`config.mk`:
```
export PLATFORM = sky130hd
export DESIGN_NAME = lsu_bus_arbiter
export DESIGN_NICKNAME = d
export VERILOG_FILES = /design/src/rtl/lsu_bus_arbiter.sv
export SDC_FILE = /design/constraint.sdc
export NUM_CORES = 1
export LEC_CHECK = 0
export ABC_AREA = 1
export CAP_MARGIN = 5
export CORE_ASPECT_RATIO = 2
export CORE_MARGIN = 4
export CORE_UTILIZATION = 47
export DETAILED_ROUTE_END_ITERATION = 10
export PLACE_DENSITY = 0.87
export SLEW_MARGIN = 20
export SYNTH_ARGS = -nofsm -noshare
export SYNTH_HDL_FRONTEND = slang
export SYNTH_SLANG_ARGS = --single-unit
```
`constraint.sdc`:
```
create_clock -name i_clk -period 2.64 [get_ports i_clk]
set_input_delay 0.396 -clock i_clk [delete_from_list [all_inputs] [get_ports i_clk]]
set_output_delay 0.396 -clock i_clk [all_outputs]
set_load 0.05 [all_outputs]
```
`src/rtl/lsu_bus_arbiter.sv`:
```
// lsu_bus_arbiter
//
// Shares the single LSU load/store port between the core data path and a
// debug/host loader. One access is in flight at a time:
//   IDLE -> ACCESS -> (WAIT)* -> RESP -> IDLE
// Each access gets a one-cycle LSU strobe, a fixed read latency of RD_LAT
// cycles for loads, and a one-cycle ack to the requester that won.
//
// Parameters:
//   RD_LAT  LSU read latency in cycles, address valid to i_lsu_rdata valid (0..7)
//   ADDR_W  address width
//
// Ports:
//   i_clk, i_reset          clock (rising edge), asynchronous active-low reset
//   i_core_*                core request: req/wren/addr/wdata/mask, req held until ack
//   o_core_ack/rdata/stall  core completion pulse, registered load data, hold request
//   i_host_*                host request, same rules as the core
//   o_host_ack/rdata        host completion pulse, registered load data
//   o_lsu_*                 LSU address/store data/write strobe/byte mask
//   i_lsu_rdata             LSU load data
//   o_busy                  FSM is not idle
//
// Build option:
//   LSU_ARB_HOST_PRIO_EN  when defined, the host wins every tie (fixed priority)
//                         and the core can be starved while the host streams.
//                         When undefined, ties alternate (round-robin).

module lsu_bus_arbiter #(
    parameter int unsigned RD_LAT = 1,
    parameter int unsigned ADDR_W = 32
) (
    input  logic              i_clk,
    input  logic              i_reset,

    input  logic              i_core_req,
    input  logic              i_core_wren,
    input  logic [ADDR_W-1:0] i_core_addr,
    input  logic [31:0]       i_core_wdata,
    input  logic [3:0]        i_core_mask,
    output logic              o_core_ack,
    output logic [31:0]       o_core_rdata,
    output logic              o_core_stall,

    input  logic              i_host_req,
    input  logic              i_host_wren,
    input  logic [ADDR_W-1:0] i_host_addr,
    input  logic [31:0]       i_host_wdata,
    input  logic [3:0]        i_host_mask,
    output logic              o_host_ack,
    output logic [31:0]       o_host_rdata,

    output logic [ADDR_W-1:0] o_lsu_addr,
    output logic [31:0]       o_lsu_wdata,
    output logic              o_lsu_wren,
    output logic [3:0]        o_lsu_mask,
    input  logic [31:0]       i_lsu_rdata,

    output logic              o_busy
);

    localparam logic [2:0] RdLat   = 3'(RD_LAT);
    localparam bit         ZeroLat = (RD_LAT == 0);

    typedef enum logic [1:0] {
        StIdle,
        StAccess,
        StWait,
        StResp
    } state_e;

    state_e              state_q, state_d;
    logic                grant_host_q, grant_host_d;  // owner of the access in flight
    logic                last_host_q, last_host_d;    // last winner, resets to host
    logic                wren_q, wren_d;
    logic [ADDR_W-1:0]   addr_q, addr_d;
    logic [31:0]         wdata_q, wdata_d;
    logic [3:0]          mask_q, mask_d;
    logic [2:0]          cnt_q, cnt_d;
    logic [31:0]         core_rdata_q, core_rdata_d;
    logic [31:0]         host_rdata_q, host_rdata_d;

    logic                pick_host;
    logic                capture;

    // Winner selection, only meaningful while at least one request is high.
`ifdef LSU_ARB_HOST_PRIO_EN
    assign pick_host = i_host_req;
`else
    // On a tie the requester that did not win last time goes next.
    assign pick_host = i_host_req & (~i_core_req | ~last_host_q);
`endif

    always_comb begin
        state_d      = state_q;
        grant_host_d = grant_host_q;
        last_host_d  = last_host_q;
        wren_d       = wren_q;
        addr_d       = addr_q;
        wdata_d      = wdata_q;
        mask_d       = mask_q;
        cnt_d        = cnt_q;
        capture      = 1'b0;

        o_lsu_addr   = '0;
        o_lsu_wdata  = '0;
        o_lsu_wren   = 1'b0;
        o_lsu_mask   = '0;
        o_core_ack   = 1'b0;
        o_host_ack   = 1'b0;

        unique case (state_q)
            StIdle: begin
                if (i_core_req || i_host_req) begin
                    grant_host_d = pick_host;
                    last_host_d  = pick_host;
                    wren_d       = pick_host ? i_host_wren  : i_core_wren;
                    addr_d       = pick_host ? i_host_addr  : i_core_addr;
                    wdata_d      = pick_host ? i_host_wdata : i_core_wdata;
                    mask_d       = pick_host ? i_host_mask  : i_core_mask;
                    state_d      = StAccess;
                end
            end

            StAccess: begin
                o_lsu_addr  = addr_q;
                o_lsu_wdata = wdata_q;
                o_lsu_wren  = wren_q;
                o_lsu_mask  = mask_q;
                if (wren_q) begin
                    state_d = StResp;
                end else if (ZeroLat) begin
                    capture = 1'b1;
                    state_d = StResp;
                end else begin
                    cnt_d   = 3'd1;
                    state_d = StWait;
                end
            end

            StWait: begin
                o_lsu_addr = addr_q;
                o_lsu_mask = mask_q;
                if (cnt_q == RdLat) begin
                    capture = 1'b1;
                    cnt_d   = '0;
                    state_d = StResp;
                end else begin
                    cnt_d = cnt_q + 3'd1;
                end
            end

            StResp: begin
                o_core_ack = ~grant_host_q;
                o_host_ack = grant_host_q;
                state_d    = StIdle;
            end

            default: begin
                state_d = StIdle;
            end
        endcase
    end

    // Load data goes only to the owner's register; everything else holds.
    always_comb begin
        core_rdata_d = core_rdata_q;
        host_rdata_d = host_rdata_q;
        if (capture) begin
            if (grant_host_q) begin
                host_rdata_d = i_lsu_rdata;
            end else begin
                core_rdata_d = i_lsu_rdata;
            end
        end
    end

    always_ff @(posedge i_clk or negedge i_reset) begin
        if (!i_reset) begin
            state_q      <= StIdle;
            grant_host_q <= 1'b0;
            last_host_q  <= 1'b1;
            wren_q       <= 1'b0;
            addr_q       <= '0;
            wdata_q      <= '0;
            mask_q       <= '0;
            cnt_q        <= '0;
            core_rdata_q <= '0;
            host_rdata_q <= '0;
        end else begin
            state_q      <= state_d;
            grant_host_q <= grant_host_d;
            last_host_q  <= last_host_d;
            wren_q       <= wren_d;
            addr_q       <= addr_d;
            wdata_q      <= wdata_d;
            mask_q       <= mask_d;
            cnt_q        <= cnt_d;
            core_rdata_q <= core_rdata_d;
            host_rdata_q <= host_rdata_d;
        end
    end

    assign o_core_rdata = core_rdata_q;
    assign o_host_rdata = host_rdata_q;
    assign o_busy       = (state_q != StIdle);

    // Gated by reset so every output reads 0 while reset is held, even if
    // the core keeps its request up.
    assign o_core_stall = i_core_req & ~o_core_ack & i_reset;

endmodule

```
==> results of run 1 <==
[sequential cells by signal, indices dropped and copies added (netlist names), 2 cells and up]
name	count
cnt_q	3
o_host_rdata	32
addr_q	32
state_q	2
mask_q	4
wdata_q	32
o_core_rdata	32
[power groups by stage]
stage               Clock (mW)  Sequential [mW]  Combinational [mW]
finish                    2.41             3.88                11.2
global route              2.54             3.99                11.9
global placement             0             3.84                11.0
CTS                       2.43             3.87                11.3
detailed placement           0             3.87                11.2
floorplan                    0             5.42                4.82
[cells in the mapped netlist]
master / n
dfstp_2: 1
nor2_4: 1
inv_1: 115
a21oi_4: 1
dfrtp_1: 139
and2_1: 1
clkinv_1: 1
clkbuf_2: 1
nand3_1: 75
nand2_1: 495
nand2_2: 1
buf_4: 1
buf_2: 28
inv_2: 2
nand4_1: 68
nor2_1: 4
clkbuf_1: 39
ha_1: 6
nand3b_1: 35
o21ai_0: 2
buf_1: 2
[worst max-delay path: stages, from the launching register on]
cell,delay (ns)
dfrtp_1,0.44
ha_1,0.21
inv_1,0.04
nor2_1,0.11
clkdlybuf4s50_1,0.83
[placed cells by master, fill, tap and decap left out, drive strengths merged]
cell type and n:
o21ai 2, ha 6, inv 119, nand2 496
and2 1, clkdlybuf4s50 236, a21oi 1, clkbuf 19
bufinv 2, nand3b 35, clkinvlp 4, nand4 68
nor2 5, clkinv 6, dfrtp 139, dfstp 1
dlygate4sd2 1, nand3 75, buf 88
[cells by family (layout without fill, tap and decap cells)]
family                     count (synthesis)  after routing
buffers and inverters                    189            475
AOI/OAI and AO/OA                          3              3
DFF                                      140            140
adders and majority gates                  6              6
and+or+nand+nor                          680            680
[routing by layer]
| layer | wire [microns] | up-vias |
|---|---|---|
| li1 | - | 3693 |
| met1 | 8310 | 3594 |
| met2 | 13500 | 369 |
| met3 | 1800 | 87 |
| met4 | 1530 | 0 |
| met5 | 0 | - |
[area by class of cell]
cell class | instances | area, sq um | share of cell area [%]
Timing Repair Buffer | 325 | 3970 | 33.6
Inverter | 118 | 444 | 3.76
Sequential cell | 140 | 3500 | 29.6
Clock inverter | 13 | 140 | 1.18
Tap cell | 198 | 248 | 2.09
Multi-Input combinational cell | 689 | 3070 | 25.9
Clock buffer | 19 | 453 | 3.83
[what timing repair did]
item | CTS | global route
endpoints found under the setup margin | 1 | 0
resized for setup | 1 | 0
setup buffers | 0 | 0
[final timing paths]
path	cells past startpoint	slack [ns]	to	start
min reg2reg	2	0.48	last_host_q	last_host_q
min in group i_clk	5	0.47	state_q[1]	i_host_req
max in group asynchronous	2	1.94	o_core_rdata[19]	i_reset
max reg2reg	7	0.24	addr_q[11]	state_q[0]
min	2	0.07	o_host_rdata[16]	i_reset
max	4	0.21	o_core_ack	state_q[1]
==> run summary, run 1 <==
largest net degree at the start of global routing: 141
final worst slack: 0.208 ns
die height: 184 microns
final hold vios: 0
Pleak: 6.29 nW
Slew Limit Fails: 0
Yosys reg bits: 140
Min Hold Slack: 0.0693 ns
Worst VDD drop: 874 uV
drt initial violations: 419
Routed Antenna Nets: 0
DR vias/cell: 5.16
Core Rows: 64
first-pass GRT wire length: 38.7 mm
vias in the first global route: 7585
fill count: 1052
Cell Area, Placed: 11200 sq um
Seq/Total Area, Yosys: 47.9%
WL per Instance: 16.7 microns
Initial Utilization: 47.8%
Non-Filler Instances: 1502
post-route cell area: 11800 sq um
Reg power frac: 22.2%
syn avg cell area: 7.19 sq um
unrepaired setup endpoints after global routing: no
crit path launch type: register
H-tree Lvls: 4
# clock sinks: 140
Setup violations, final: 0
ranking of synthesized cells by area: dfrtp_1 48%, nand2_1 25%, inv_1 5.9%, nand4_1 5.8%, nand3_1 5.1%
simple logic cell fraction of the synthesized area: 40.5%
Synth Area in Adders: 1.03%
clk_lat worst skew: 0.42 ns
outcome: finished clean
Clock Skew: 0.0144 ns
# hold bufs at CTS: 0
CP arrival: 2.04 ns
vias: 7743
RePlAce Congestion: 0.886
CORE AREA: 15300 sq um
post-synthesis instance total: 1018
combinational power share: 64.1%
Setup CP Type: register to output port
Pwr Total: 17.5 mW
met1 Use GR: 30.2%
post-synth top area cell: dfrtp_1
Yosys top cell area share: 47.5%
Crit. End Element: output port
total CTS buffers: 17
PD cells: 1480 nW/um^2
CP required: 2.24 ns
Highest Clock Rate: 411 MHz
CTS clk-pin slew, worst paths: 0.07 ns
Worst Tran Pin Value: 0.974 ns
Sw Share: 50.0%
max cap viols: 0
GRT overflow: 0
P_sw: 8.75 mW
Final Core Density: 77.3%
Syn Nets: 1198
antenna cells: 0
final setup TNS: 0 ns
port bufs: 310
DP HPWL: 18.2 mm
Routed Wire Length: 25.1 mm
share of cells above drive strength 1: 9.82%
largest family of logic cells by synthesized area: simple AND/OR/NAND/NOR gates
DR pass1 iterations: 5
Worst slew margin: 35.0%
xor-xnor portion of the synthesized cell area: 0%
Chip Width: 96.2 microns
worst min path class: input pin to async pin
Root Buffer: clkbuf_16
initial antenna violation count: 0
I/O pins: 311
post-synthesis compound-gate area fraction: 0.359%
clk buf depth: 2
die area: 17700 sq um
final net count: 1471
Syn-to-layout area delta: 61.7%
placed cell count: 1470
Internal: 8.75 mW
CP Max Fanout: 6
GRT Resource Usage Total: 28.6%
met2 Usage GRT: 49.8%
Cell Area, Synth: 7320 sq um
final worst path period need: 2.43 ns
drc violations: 0
Yosys cell types: 21
Ys Warns: 0
clock power share: 13.7%
Most Crowded Layer GR: met2
dpl ws: 0.327 ns
final worst-path cycle share: 92.1%
clock tree from TritonCTS: done
mux cell area share after synthesis: 0%
met3 usage: 7.19%
Note: power is estimated with default switching activity, not from simulation.
==> run 2, diff against run 1 <==
- CORE_UTILIZATION: 47 -> 30
- PLACE_DENSITY: 0.87 -> unset
==> run 2 against run 1 <==
- sequential share of layout area is 0.36 points lower
- sequential cell count stayed put
- critical path depth stayed put
- core utilization is 27 points lower
- global-route usage is 9.1 points lower
- register-to-register slack better by 0.41 ns
- clock-buffer cell count is 1 lower
- worst setup slack worse by 0.020 ns
- routed wire length is 6.4% higher
- fmax is 0.80% lower
- die area is 53% higher
- combinational power hardly changed
- largest cell class unchanged
==> run summary, run 2 (synthesized netlist as in run 1, its figures left out) <==
DR pass1 iterations: 5
DR vias/cell: 4.62
Pwr Total: 17.5 mW
Internal: 8.84 mW
Post-CTS Setup Inserts: 0
most common cell after layout, fill and taps aside: nand2_1
CP required: 2.24 ns
antenna cells: 0
GRT Resource Usage Total: 19.5%
P_sw: 8.65 mW
drt initial violations: 419
Setup violations, final: 0
CP arrival: 2.06 ns
Highest Clock Rate: 408 MHz
Sw Share: 49.5%
PD cells: 1460 nW/um^2
worst min path class: input pin to async pin
flop2flop setup slack: 0.65 ns
I/O pins: 311
register area: 3500 sq um
outcome: finished clean
first-pass GRT wire length: 41.2 mm
CP Max Fanout: 6
Worst R2R End: addr_q[0]
# clock sinks: 140
share of cells above drive strength 1: 9.96%
Clock Skew: 0.0109 ns
total CTS buffers: 17
Routed Antenna Nets: 0
Worst Tran Pin Value: 0.873 ns
WL per Instance: 16.8 microns
H-tree Lvls: 4
Final Core Density: 50.0%
RePlAce Congestion: 0.822
Chip Width: 118 microns
Worst VDD drop: 621 uV
drc violations: 0
vias in the first global route: 7389
vias: 7354
final setup TNS: 0 ns
# hold bufs at CTS: 0
Root Buffer: clkbuf_16
clock tree from TritonCTS: done
most frequent cells in the layout: 494 x nand2_1, 236 x clkdlybuf4s50_1, 139 x dfrtp_1
fill count: 2304
Slew Limit Fails: 0
port bufs: 310
met3 usage: 3.67%
unrepaired setup endpoints after global routing: no
worst-case reg-to-reg path depth: 8
final net count: 1472
area of the multi-input gates: 3070 sq um
max cap viols: 0
Most Crowded Layer GR: met2
die height: 229 microns
final worst path period need: 2.45 ns
DP HPWL: 19.3 mm
largest net degree at the start of global routing: 141
crit path launch type: register
GRT overflow: 0
worst r2r src: state_q[0]
CTS clk-pin slew, worst paths: 0.06 ns
combinational power share: 64.0%
met2 Usage GRT: 38.6%
Reg power frac: 21.9%
Core Rows: 80
Pleak: 6.31 nW
Syn-to-layout area delta: 63.6%
final hold vios: 0
Initial Utilization: 30.6%
Worst slew margin: 41.8%
initial antenna violation count: 1
met1 Use GR: 19.8%
CTS-repair resized insts: 0
final worst-path cycle share: 92.9%
clock power share: 14.2%
clk_lat worst skew: 0.42 ns
Crit. End Element: output port
Routed Wire Length: 26.7 mm
CORE AREA: 23900 sq um
Setup CP Type: register to output port
die area: 27100 sq um
clk buf depth: 2
## run 2: cell types whose count changed in the layout (fill, tap and decap cells not counted), sizes merged
cell	previous run	this run
dlygate4sd2	1	0
buf	88	90
clkinvlp	4	2
inv	119	118
bufinv	2	3
clkinv	6	9
clkbuf	19	18
## run 2: worst max path at each step
stage	start	end	depth (start not counted)
4_1_cts	state_q[1]	o_core_ack	4
2_1_floorplan	state_q[0]	o_lsu_addr[10]	6
5_1_grt	state_q[1]	o_core_ack	4
6_report	state_q[1]	o_core_ack	4
3_5_place_dp	i_core_req	addr_q[0]	7
3_3_place_gp	i_core_req	wdata_q[25]	7
## run 2: power by group through the flow
stage	clock [mW]	combinational [mW]	sequential, mW
after floorplan	0	4.82	5.42
after global placement	0	11.3	3.85
after detailed placement	0	11.3	3.86
after CTS	2.56	11.3	3.84
after global routing	2.64	11.9	3.96
final	2.48	11.2	3.82
## run 2: metrics by stage
| step | area [sq um] | setup WS (ns) | cells | hold slack [ns] |
|---|---|---|---|---|
| 6_report | 12000 | 0.188 | 1592 | 0.0288 |
| 5_1_grt | 12000 | 0.111 | 1592 | 0.192 |
| 2_1_floorplan | 7320 | 0.511 | 1018 | 0.100 |
| 3_3_place_gp | 11400 | 0.533 | 1560 | 0.462 |
| 3_5_place_dp | 11400 | 0.495 | 1560 | 0.464 |
| 4_1_cts | 12000 | 0.156 | 1592 | 0.157 |
## run 2: final cells by class
| cell class | instances | share of cell area [%] |
|---|---|---|
| Clock buffer | 18 | 3.67 |
| Sequential cell | 140 | 29.3 |
| Inverter | 118 | 3.70 |
| Tap cell | 287 | 3.00 |
| Clock inverter | 14 | 1.41 |
| Timing Repair Buffer | 326 | 33.3 |
| Multi-Input combinational cell | 689 | 25.6 |
## run 2: routing by layer
| metal | routed length [microns] | part of all wire, % |
|---|---|---|
| met1 | 9410 | 35 |
| met5 | 7 | 0.026 |
| met3 | 1200 | 4.5 |
| met2 | 15300 | 57 |
| met4 | 750 | 2.8 |
## run 2: worst max-delay path, cell delays in order, from the launching register on
cell             delay, ns
dfrtp_1               0.42
ha_1                  0.20
inv_1                 0.04
nor2_1                0.14
clkdlybuf4s50_1       0.84
